==> src/rtl/dac_spi_pkg.sv <==
// Shared types and constants for the DAC SPI word receiver: FSM state encoding,
// per-mode CPOL/CPHA decode, and the default word width and DAC reset code.
package dac_spi_pkg;

    localparam int          DEF_WORD_BITS  = 16;
    localparam logic [15:0] DAC_RESET_CODE = 16'h9E23;

    // Bit n holds the CPOL / CPHA value of SPI mode n.
    localparam logic [3:0] MODE_CPOL = 4'b1100;
    localparam logic [3:0] MODE_CPHA = 4'b1010;

    typedef enum logic [1:0] {
        ST_IDLE,
        ST_SHIFT,
        ST_OVER,
        ST_ABORT
    } rx_state_t;

    function automatic logic mode_cpol(input int mode);
        logic [1:0] m;
        m = mode[1:0];
        return MODE_CPOL[m];
    endfunction

    function automatic logic mode_cpha(input int mode);
        logic [1:0] m;
        m = mode[1:0];
        return MODE_CPHA[m];
    endfunction

    function automatic logic mode_samples_on_rise(input int mode);
        return mode_cpol(mode) == mode_cpha(mode);
    endfunction

endpackage

==> src/rtl/dac_spi_word_receiver_if.sv <==
// Pin-side and result-side signals of the DAC SPI word receiver.
// Carries the delta output only when DAC_RX_DELTA_EN is defined.
interface dac_spi_word_receiver_if
    import dac_spi_pkg::*;
#(
    parameter int WORD_BITS = DEF_WORD_BITS,
    parameter int CNT_W     = 16
);
    logic                   spi_clk;
    logic                   spi_mosi;
    logic                   spi_cs_n;
    logic [WORD_BITS-1:0]   word;
    logic                   word_valid;
    logic                   frame_err;
    logic                   busy;
    logic [CNT_W-1:0]       frame_count;
    logic [CNT_W-1:0]       err_count;
`ifdef DAC_RX_DELTA_EN
    logic signed [WORD_BITS:0] delta;
`endif

    modport slave (
        input  spi_clk, spi_mosi, spi_cs_n,
        output word, word_valid, frame_err, busy, frame_count, err_count
`ifdef DAC_RX_DELTA_EN
        , output delta
`endif
    );

    modport master (
        output spi_clk, spi_mosi, spi_cs_n,
        input  word, word_valid, frame_err, busy, frame_count, err_count
`ifdef DAC_RX_DELTA_EN
        , input delta
`endif
    );
endinterface

==> src/rtl/spi_pin_sync.sv <==
// Two-flop synchronizer for one asynchronous SPI pin plus a history flop
// that yields single-cycle rise/fall strobes.
module spi_pin_sync #(
    parameter bit RST_VAL = 1'b0
) (
    input  logic i_clk,
    input  logic i_reset,
    input  logic i_pin,
    output logic o_level,
    output logic o_rise,
    output logic o_fall
);
    logic r_meta;
    logic r_sync;
    logic r_hist;

    always_ff @(posedge i_clk) begin
        if (i_reset) begin
            r_meta <= RST_VAL;
            r_sync <= RST_VAL;
            r_hist <= RST_VAL;
        end else begin
            r_meta <= i_pin;
            r_sync <= r_meta;
            r_hist <= r_sync;
        end
    end

    assign o_level = r_sync;
    assign o_rise  = r_sync & ~r_hist;
    assign o_fall  = ~r_sync & r_hist;
endmodule

==> src/rtl/dac_spi_word_receiver.sv <==
// Oversampling SPI responder: rebuilds each CS_n frame into a DAC word, flags
// short/long/stalled frames. Optional delta output under DAC_RX_DELTA_EN.
//
// state    | meaning
// ST_IDLE  | waiting for CS_n fall
// ST_SHIFT | collecting bits, stall timer running
// ST_OVER  | more than WORD_BITS edges seen, waiting for CS_n rise
// ST_ABORT | stall timeout reported, waiting for CS_n rise
module dac_spi_word_receiver
    import dac_spi_pkg::*;
#(
    parameter int WORD_BITS      = DEF_WORD_BITS,
    parameter int SPI_MODE       = 0,
    parameter int TIMEOUT_CYCLES = 4096,
    parameter int CNT_W          = 16
) (
    input  logic                    clk50,
    input  logic                    reset,
    dac_spi_word_receiver_if.slave  bus
);
    localparam bit              SCK_IDLE    = mode_cpol(SPI_MODE);
    localparam bit              SAMPLE_RISE = mode_samples_on_rise(SPI_MODE);
    localparam int              BC_W        = $clog2(WORD_BITS + 2);
    localparam int              TM_W        = $clog2(TIMEOUT_CYCLES);
    localparam logic [TM_W-1:0] TM_LOAD     = TM_W'(TIMEOUT_CYCLES - 1);
    localparam logic [BC_W-1:0] BC_FULL     = BC_W'(WORD_BITS);

    logic w_sck_rise, w_sck_fall, w_sck_level;
    logic w_cs_rise, w_cs_fall, w_cs_level;
    logic w_mosi_level, w_mosi_rise, w_mosi_fall;
    logic w_unused_pins;
    logic w_sample;

    spi_pin_sync #(.RST_VAL(SCK_IDLE)) u_sync_sck (
        .i_clk(clk50), .i_reset(reset), .i_pin(bus.spi_clk),
        .o_level(w_sck_level), .o_rise(w_sck_rise), .o_fall(w_sck_fall)
    );
    spi_pin_sync #(.RST_VAL(1'b1)) u_sync_cs (
        .i_clk(clk50), .i_reset(reset), .i_pin(bus.spi_cs_n),
        .o_level(w_cs_level), .o_rise(w_cs_rise), .o_fall(w_cs_fall)
    );
    spi_pin_sync #(.RST_VAL(1'b0)) u_sync_mosi (
        .i_clk(clk50), .i_reset(reset), .i_pin(bus.spi_mosi),
        .o_level(w_mosi_level), .o_rise(w_mosi_rise), .o_fall(w_mosi_fall)
    );

    assign w_unused_pins = w_sck_level ^ w_mosi_rise ^ w_mosi_fall;
    assign w_sample      = SAMPLE_RISE ? w_sck_rise : w_sck_fall;

    rx_state_t              r_state, w_state_nxt;
    logic [BC_W-1:0]        r_bit_cnt;
    logic [TM_W-1:0]        r_timer;
    logic [WORD_BITS-1:0]   r_shift;
    logic                   r_good_q, r_bad_q;
    logic [1:0]             r_arm_cnt;
    logic                   r_armed;
    logic [WORD_BITS-1:0]   r_word;
    logic                   r_word_valid, r_frame_err;
    logic [CNT_W-1:0]       r_frame_count, r_err_count;
    logic                   w_start, w_shift_en, w_good, w_bad;

    always_comb begin
        w_state_nxt = r_state;
        w_start     = 1'b0;
        w_shift_en  = 1'b0;
        w_good      = 1'b0;
        w_bad       = 1'b0;
        case (r_state)
            ST_IDLE: begin
                if (w_cs_fall && r_armed) begin
                    w_state_nxt = ST_SHIFT;
                    w_start     = 1'b1;
                end
            end
            ST_SHIFT: begin
                // A sample edge coinciding with CS_n rise is dropped.
                if (w_cs_rise) begin
                    w_state_nxt = ST_IDLE;
                    w_good      = (r_bit_cnt == BC_FULL);
                    w_bad       = (r_bit_cnt != BC_FULL);
                end else if (w_sample) begin
                    if (r_bit_cnt == BC_FULL) w_state_nxt = ST_OVER;
                    else                      w_shift_en  = 1'b1;
                end else if (r_timer == '0) begin
                    w_state_nxt = ST_ABORT;
                    w_bad       = 1'b1;
                end
            end
            ST_OVER: begin
                if (w_cs_rise) begin
                    w_state_nxt = ST_IDLE;
                    w_bad       = 1'b1;
                end
            end
            ST_ABORT: begin
                if (w_cs_rise) w_state_nxt = ST_IDLE;
            end
            default: w_state_nxt = ST_IDLE;
        endcase
    end

    always_ff @(posedge clk50) begin
        if (reset) begin
            r_state <= ST_IDLE;
        end else begin
            r_state <= w_state_nxt;
        end
    end

    // After reset, only a CS_n fall preceded by a settled high level starts a frame.
    always_ff @(posedge clk50) begin
        if (reset) begin
            r_arm_cnt <= '0;
            r_armed   <= 1'b0;
        end else begin
            if (r_arm_cnt != 2'd3) r_arm_cnt <= r_arm_cnt + 2'd1;
            if (r_arm_cnt == 2'd3 && w_cs_level) r_armed <= 1'b1;
        end
    end

    always_ff @(posedge clk50) begin
        if (reset) begin
            r_bit_cnt <= '0;
            r_timer   <= '0;
            r_shift   <= '0;
            r_good_q  <= 1'b0;
            r_bad_q   <= 1'b0;
        end else begin
            r_good_q <= w_good;
            r_bad_q  <= w_bad;
            if (w_start) begin
                r_bit_cnt <= '0;
                r_timer   <= TM_LOAD;
            end else if (w_shift_en) begin
                r_shift   <= {r_shift[WORD_BITS-2:0], w_mosi_level};
                r_bit_cnt <= r_bit_cnt + BC_W'(1);
                r_timer   <= TM_LOAD;
            end else if (r_state == ST_SHIFT && r_timer != '0) begin
                r_timer <= r_timer - TM_W'(1);
            end
        end
    end

    always_ff @(posedge clk50) begin
        if (reset) begin
            r_word        <= '0;
            r_word_valid  <= 1'b0;
            r_frame_err   <= 1'b0;
            r_frame_count <= '0;
            r_err_count   <= '0;
        end else begin
            r_word_valid <= r_good_q;
            r_frame_err  <= r_bad_q;
            if (r_good_q) begin
                r_word        <= r_shift;
                r_frame_count <= r_frame_count + CNT_W'(1);
            end
            if (r_bad_q && r_err_count != '1) r_err_count <= r_err_count + CNT_W'(1);
        end
    end

`ifdef DAC_RX_DELTA_EN
    logic                       r_have_word;
    logic signed [WORD_BITS:0]  r_delta;

    always_ff @(posedge clk50) begin
        if (reset) begin
            r_have_word <= 1'b0;
            r_delta     <= '0;
        end else if (r_good_q) begin
            r_have_word <= 1'b1;
            r_delta     <= r_have_word ? ($signed({1'b0, r_shift}) - $signed({1'b0, r_word}))
                                       : '0;
        end
    end

    assign bus.delta = r_delta;
`endif

    assign bus.word        = r_word;
    assign bus.word_valid  = r_word_valid;
    assign bus.frame_err   = r_frame_err;
    assign bus.busy        = (r_state != ST_IDLE);
    assign bus.frame_count = r_frame_count;
    assign bus.err_count   = r_err_count;
endmodule

==> src/flat_wrapper.sv <==
// flat-port wrapper written by rule: the top's interface ports become plain ports
module dac_spi_word_receiver_flat import dac_spi_pkg::*;
#(
    parameter int WORD_BITS      = DEF_WORD_BITS,
    parameter int SPI_MODE       = 0,
    parameter int TIMEOUT_CYCLES = 4096,
    parameter int CNT_W          = 16
)
  (clk50, reset, bus_spi_clk, bus_spi_mosi, bus_spi_cs_n, bus_word, bus_word_valid, bus_frame_err, bus_busy, bus_frame_count, bus_err_count);
  dac_spi_word_receiver_if #(.WORD_BITS(WORD_BITS), .CNT_W(CNT_W)) bus_i ();
  input  logic clk50;
  input  logic reset;
  input wire logic [$bits(bus_i.spi_clk)-1:0] bus_spi_clk;
  input wire logic [$bits(bus_i.spi_mosi)-1:0] bus_spi_mosi;
  input wire logic [$bits(bus_i.spi_cs_n)-1:0] bus_spi_cs_n;
  output wire logic [$bits(bus_i.word)-1:0] bus_word;
  output wire logic [$bits(bus_i.word_valid)-1:0] bus_word_valid;
  output wire logic [$bits(bus_i.frame_err)-1:0] bus_frame_err;
  output wire logic [$bits(bus_i.busy)-1:0] bus_busy;
  output wire logic [$bits(bus_i.frame_count)-1:0] bus_frame_count;
  output wire logic [$bits(bus_i.err_count)-1:0] bus_err_count;
  assign bus_i.spi_clk = bus_spi_clk;
  assign bus_i.spi_mosi = bus_spi_mosi;
  assign bus_i.spi_cs_n = bus_spi_cs_n;
  assign bus_word = bus_i.word;
  assign bus_word_valid = bus_i.word_valid;
  assign bus_frame_err = bus_i.frame_err;
  assign bus_busy = bus_i.busy;
  assign bus_frame_count = bus_i.frame_count;
  assign bus_err_count = bus_i.err_count;
  dac_spi_word_receiver #(.WORD_BITS(WORD_BITS), .SPI_MODE(SPI_MODE), .TIMEOUT_CYCLES(TIMEOUT_CYCLES), .CNT_W(CNT_W)) u_core (.clk50(clk50), .reset(reset), .bus(bus_i));
endmodule
==> config.mk <==
export PLATFORM = sky130hd
export DESIGN_NAME = dac_spi_word_receiver_flat
export DESIGN_NICKNAME = d
export VERILOG_FILES = /design/src/rtl/dac_spi_pkg.sv /design/src/rtl/dac_spi_word_receiver_if.sv /design/src/rtl/spi_pin_sync.sv /design/src/rtl/dac_spi_word_receiver.sv /design/src/flat_wrapper.sv
export SDC_FILE = /design/constraint.sdc
export NUM_CORES = 1
export LEC_CHECK = 0
export BUFFER_PORTS_ARGS = -buffer_cell sky130_fd_sc_hd__buf_2
export CAP_MARGIN = 10
export CORE_MARGIN = 2
export CORE_UTILIZATION = 25
export DETAILED_ROUTE_END_ITERATION = 12
export PLACE_DENSITY = 0.48
export SLEW_MARGIN = 20
export SYNTH_ARGS = -nofsm -noshare
export SYNTH_HDL_FRONTEND = slang
export SYNTH_SLANG_ARGS = --single-unit
==> constraint.sdc <==
create_clock -name clk50 -period 2.2 [get_ports clk50]
set_input_delay 0.33 -clock clk50 [delete_from_list [all_inputs] [get_ports clk50]]
set_output_delay 0.33 -clock clk50 [all_outputs]
set_load 0.05 [all_outputs]
## Yosys cells after proc, flatten, opt, wreduce, memory -nomap -nowiden

Cells that the tools add are included.

| word-level totals | value |
|---|---|
| flip-flop bits (word level) | 98 |
| output and inout port bits | 51 |
| logic and storage cells | 82 |

| cells by class | value |
|---|---|
| $add $sub $neg | 5 |
| equality and inequality tests | 12 |
| multiplexer cells | 21 |
| bitwise gates (word level) | 9 |
| reduce and logical (&&, ||, !) cells | 14 |

Operators by type and width:

| cell | number |
|---|---|
| 2-to-1 mux 12 bit | 3 |
| adder 16 x 1 -> 16 bit (second input constant) | 2 |
| inequality test 16 bit (second input constant) | 1 |
| zero test 12 bit | 1 |
| 2-to-1 mux 2 bit | 6 |
| nonzero test 12 bit | 1 |
| subtractor 12 x 1 -> 12 bit (second input constant) | 1 |
| 2-to-1 mux 1 bit | 10 |
| inequality test 4 x 3 -> 1 bit (second input constant) | 2 |
| equality test 2 bit (second input constant) | 3 |
| NOT 1 bit | 6 |
| case mux 2 bit (3 select lines) | 1 |
| adder 5 x 1 -> 5 bit (second input constant) | 1 |
| equality test 5 bit (second input constant) | 1 |
| inequality test 5 bit (second input constant) | 1 |
| logical AND 1 bit | 4 |
| inequality test 2 x 1 -> 1 bit (second input constant) | 2 |
| AND reduction 4 bit | 1 |
| OR reduction 2 bit | 2 |
| bitwise AND 1 bit | 3 |
| nonzero test 3 bit | 1 |
| OR reduction 3 bit | 1 |
| adder 2 x 1 -> 2 bit (second input constant) | 1 |
| equality test 2 x 1 -> 1 bit (second input constant) | 1 |
| 5 further kinds | 5 |

## Depth between registers and ports, before layout

| logic depth | value |
|---|---|
| word-level depth | 7 |
| mapped depth | 8 |

## Hierarchy

Synthesis repeated with hierarchy kept, for this count alone.

| second synthesis, totals | value |
|---|---|
| cell total of the unflattened synthesis | 448 |
| area total of the unflattened synthesis | 4269.1 sq um |

By module, submodules not included:

| module | times used | cells each | area each (sq um) | seq. area each (sq um) |
|---|---|---|---|---|
| dac_spi_word_receiver | 1 | 424 | 3993.8 | 1801.7 |
| spi_pin_sync (u_core.u_sync_mosi ...) | 2 | 8 | 91.3 | 60.1 |
| spi_pin_sync (u_core.u_sync_cs) | 1 | 8 | 92.6 | 60.1 |

## Worst setup path after synthesis

OpenSTA, ideal clock, no wires.

| path | value |
|---|---|
| kind | register to register |
| start | register u_core.r_err_count[2] (netlist: u_core.bus.err_count[2]) |
| end | register u_core.r_err_count[15] (netlist: u_core.bus.err_count[15]) |
| setup time | 0.121 ns |
| arrival time | 1.842 ns |
| setup slack | 0.237 ns |
| stages on the path, launching flop included | 6 |
| path buffers | 1 |
| cell sequence | dfxtp_1 > and4_1 > buf_2 > nand3_1 > nor4_1 > mux2_2 |

| between the ends | value |
|---|---|
| longest elaborated chain between the ends | 2 |
| elaborated cells on any way between the ends | 3 |
| classes of those cells | 1 x add/sub; 1 x eq/ne; 1 x reduce/logical |

Ends and longest elaborated chain:

| item | RTL line | RTL |
|---|---|---|
| from (decl) | dac_spi_word_receiver.sv:59 | `logic [CNT_W-1:0] r_frame_count, r_err_count;` |
| from (signal assigned) | dac_spi_word_receiver.sv:158 | `if (r_bad_q && r_err_count != '1) r_err_count <= r_err_count + CNT_W'(1);` |
| branches (longest 2 deep; another with adder 16 x 1 -> 16 bit) | n/a |  |

Parallel ways; which one is timed is not known.
A chain may end at the register's enable or synchronous reset.

## Worst setup path in the final report

| path | value |
|---|---|
| start | register u_core.r_state[1] |
| end | register u_core.r_timer[5] |

| between the ends | value |
|---|---|
| longest elaborated chain between the ends | 4 |
| elaborated cells on any way between the ends | 8 |
| classes of those cells | 1 x eq/ne; 4 x mux; 3 x reduce/logical |

Ends and longest elaborated chain:

| item | RTL line | RTL |
|---|---|---|
| from (decl) | dac_spi_word_receiver.sv:50 | `rx_state_t r_state, w_state_nxt;` |
| from (signal assigned) | dac_spi_word_receiver.sv:106 | `r_state <= w_state_nxt;` |
| equality test 2 x 1 -> 1 bit | dac_spi_word_receiver.sv:68, dac_spi_word_receiver.sv:138 |  |
| 2-to-1 mux 1 bit | dac_spi_word_receiver.sv:68 | `case (r_state)` |
| 2-to-1 mux 12 bit | dac_spi_word_receiver.sv:134 | `end else if (w_shift_en) begin` |
| 2-to-1 mux 12 bit | dac_spi_word_receiver.sv:131 | `if (w_start) begin` |
| to (signal assigned) | dac_spi_word_receiver.sv:139 | `r_timer <= r_timer - TM_W'(1);` |
| to (decl) | dac_spi_word_receiver.sv:52 | `logic [TM_W-1:0] r_timer;` |

Several ways; a longest one is shown, not always the timed one.

==> impl_metrics.json <==
{
  "gr-total-overflow": 0,
  "ctsRootBufferMaster": "clkbuf_16",
  "postSynth.asyncResetShare_pct": 0,
  "wl_mm": 9.302,
  "htreeDepth": 3,
  "placed_cells_incl_taps": 730,
  "period_share_pct": 90.58,
  "rr_endpoint": "u_core.r_timer[5]",
  "cts.sinks": 98,
  "leakage_nw": 1.876,
  "skew_ns": 0.01105,
  "design_area_um2": 5055,
  "ctsHoldBuffers": 0,
  "cts.repair.resized": 0,
  "worstPathArrival_ns": 2.27,
  "drt_iter0_drc": 140,
  "worst_hold_path_type": "input pin to flop",
  "synth_top_family_by_area": "simple AND/OR/NAND/NOR gates",
  "io_pins": 56,
  "seq_area_frac_synth_pct": 46.12,
  "synth_compound_area_share_pct": 14.29,
  "drc": 0,
  "grt_pass1_vias": 3263,
  "drt-met1-wl_mm": 4.418,
  "worstMarginPinSlew_ns": 0.7539,
  "dr_wl_met3_um": 568,
  "crit_type": "flop to flop",
  "tns_ns": 0,
  "synth_cell_types": 51,
  "placed_cell_area_um2": 4758,
  "synth_xor_area_share_pct": 3.088,
  "drv_cap": 0,
  "synth.avg_cell_area_um2": 9.032,
  "synth_nets": 488,
  "fillCellCount": 1769,
  "crit_fanout": 4,
  "endpoint_kind": "flop",
  "synthMuxAreaShare_pct": 5.529,
  "grt_pass1_wl_mm": 15.18,
  "ir_drop_mv": 0.3962,
  "globalplace.congestion": 0.7382,
  "routedWlPerCell_um": 12.49,
  "cp.required_ns": 2.48,
  "drv_slew": 0,
  "crit_slowest_cell": "or4b_4",
  "area_growth_pct": 18.82,
  "core_area_um2": 16580,
  "hold_path_depth": 2,
  "synthCells": 471,
  "final_cell_mix": "98 x dfxtp_1, 55 x buf_2, 42 x a21oi_1",
  "n_antenna_cell": 0,
  "die_h_um": 134.4,
  "dpl.hpwl_mm": 6.328,
  "start_util_pct": 25.65,
  "gr-usage-all-layers_pct": 10.41,
  "regArea_um2": 1962,
  "rsz0062_at_grt": "false",
  "max_stage_delay_ns": 0.50,
  "setup_viol": 0,
  "p_per_area_nw_per_um2": 839.6,
  "slew_headroom_pct": 49.55,
  "post-place-ws_ns": 0.1963,
  "status": "finished clean",
  "synthSimpleGateAreaFrac_pct": 23.26,
  "final_hold_viol_count": 0,
  "tritoncts": "done",
  "crit_path_start_kind": "flop",
  "multi_input_area_um2": 2115,
  "ff2ff_setup_slack_ns": 0.21,
  "ys_ff_latch": 98,
  "layout_commonest_cell": "dfxtp_1",
  "post_cts_buffers": 0,
  "cts_made_buffers": 9,
  "max_freq_ghz": 0.5018,
  "finalNetCount": 538,
  "cts.clk_slew.worst_paths_ns": 0.07,
  "reg2reg_depth": 6,
  "portBuffers": 55,
  "utilization_pct": 30.48,
  "netlist_area_um2": 4254,
  "first_pass_iters": 4,
  "crit_chain": "inv_1 -> ha_1 -> or4b_4 -> a31o_4 -> or4_1 -> a31oi_1",
  "dieWidth_um": 134.4,
  "ys_warn_count": 0,
  "antenna_found_initial": 0,
  "std_cell_rows": 47,
  "setup_slack_ns": 0.2072,
  "die-area_um2": 18080,
  "dr.max_layer_used": "met4",
  "dr_wl_met2_mm": 4.198,
  "r2r_start": "u_core.r_state[1]",
  "antenna_left": 0,
  "synthFlopType": "dfxtp_1",
  "hold_path_startpoint": "bus_spi_cs_n",
  "vias": 3562,
  "synth-edff-count": 0,
  "min_period_ns": 1.993,
  "viasPerCell": 4.781,
  "clk_path_buf_depth": 2,
  "clk-insertion-delay-late_ns": 0.36,
  "synthAdderAreaFrac_pct": 3.529,
  "fin_cells": 745,
  "grt_start_max_net_pins": 44,
  "drive_gt1_share_pct": 18.67,
  "min_to": "u_core.u_sync_cs.r_meta"
}
routing by layer:
| metal | vias up | global-route usage, % |
|---|---|---|
| met1 | 1671 | 12.81 |
| met3 | 9 | 4.006 |
| met5 | - | 0 |
| met4 | 0 | 3.801 |
| li1 | 1800 | - |
| met2 | 82 | 16.55 |
cell type report:
class / instances / area share, %
sequential: 98 / 38.81
inverter: 13 / 0.9653
clock buffer: 9 / 4.455
multi-input combinational: 333 / 41.83
tap: 220 / 5.446
timing repair buffer: 66 / 7.079
clock inverter: 6 / 1.411
where the power goes:
part / switching (mW) / internal, mW / total, mW
combinational: 0.425 / 0.290 / 0.715
sequential: 0.0838 / 1.85 / 1.93
clock: 0.708 / 0.887 / 1.60
total: 1.22 / 3.03 / 4.24
synthesized netlist by cell type, types with 3 or more instances:
| cell | count | share of area (%) |
|---|---|---|
| a21oi_1 | 42 | 4.9 |
| a31oi_1 | 10 | 1.5 |
| and2_1 | 3 | 0.44 |
| and3_1 | 7 | 1.0 |
| and4_1 | 5 | 1.0 |
| buf_1 | 4 | 0.35 |
| buf_2 | 3 | 0.35 |
| clkbuf_1 | 17 | 1.5 |
| dfxtp_1 | 98 | 46 |
| ha_1 | 12 | 3.5 |
| inv_1 | 13 | 1.1 |
| mux2_2 | 4 | 1.1 |
| mux2i_1 | 19 | 4.5 |
| nand2_1 | 23 | 2.0 |
| nand3_1 | 26 | 3.1 |
| nand3b_1 | 3 | 0.53 |
| nand4_1 | 11 | 1.6 |
| nor2_1 | 41 | 3.6 |
| nor2b_1 | 11 | 1.6 |
| o21ai_0 | 36 | 4.2 |
| o31ai_1 | 7 | 1.2 |
| or2_2 | 3 | 0.44 |
| or3_1 | 20 | 2.9 |
| or4_1 | 6 | 1.1 |
| xnor2_1 | 5 | 1.0 |
| xor2_1 | 10 | 2.1 |
critical path, delay by kind of cell, from the launching register on:
| family | cells | cell delay [ns] |
|---|---|---|
| adders and majority gates | 1 | 0.17 |
| buffers and inverters | 1 | 0.11 |
| and+or+nand+nor | 2 | 0.90 |
| AOI/OAI and AO/OA | 2 | 0.42 |
| DFF | 1 | 0.34 |
flip-flops by register name (all words and copies together) (netlist names), 2 cells and up:
signal and cells:
u_core.r_bit_cnt 5, u_core.bus.frame_count 16, u_core.r_shift 16, u_core.r_timer 12, u_core.r_state 2, u_core.r_arm_cnt 2, u_core.bus.err_count 16, u_core.bus.word 16
logic make-up after synthesis:
family / Yosys count
and+or+nand+nor: 177
AOI/OAI and AO/OA: 106
DFF: 98
buffers and inverters: 40
muxes: 23
xor gates and xnor gates: 15
adders and majority gates: 12
stage by stage:
stage          hold WS [ns]  total power, mW
6_report             0.1609            4.244
4_1_cts              0.1454            4.317
5_1_grt              0.1490            4.483
2_1_floorplan        0.3895            2.523
3_5_place_dp         0.4022            2.691
3_3_place_gp         0.3965            2.674
worst max path at each step:
| stage | cells past startpoint | endpoint | start |
|---|---|---|---|
| after CTS | 6 | u_core.r_timer[5] | u_core.r_state[1] |
| after global placement | 6 | u_core.r_timer[11] | u_core.r_state[1] |
| final | 6 | u_core.r_timer[5] | u_core.r_state[1] |
| after global routing | 6 | u_core.r_timer[9] | u_core.r_state[1] |
| after detailed placement | 6 | u_core.r_timer[5] | u_core.r_state[1] |
| after floorplan | 5 | u_core.bus.err_count[15] | u_core.bus.err_count[2] |
No activity file was read; power rests on OpenSTA's default activity.
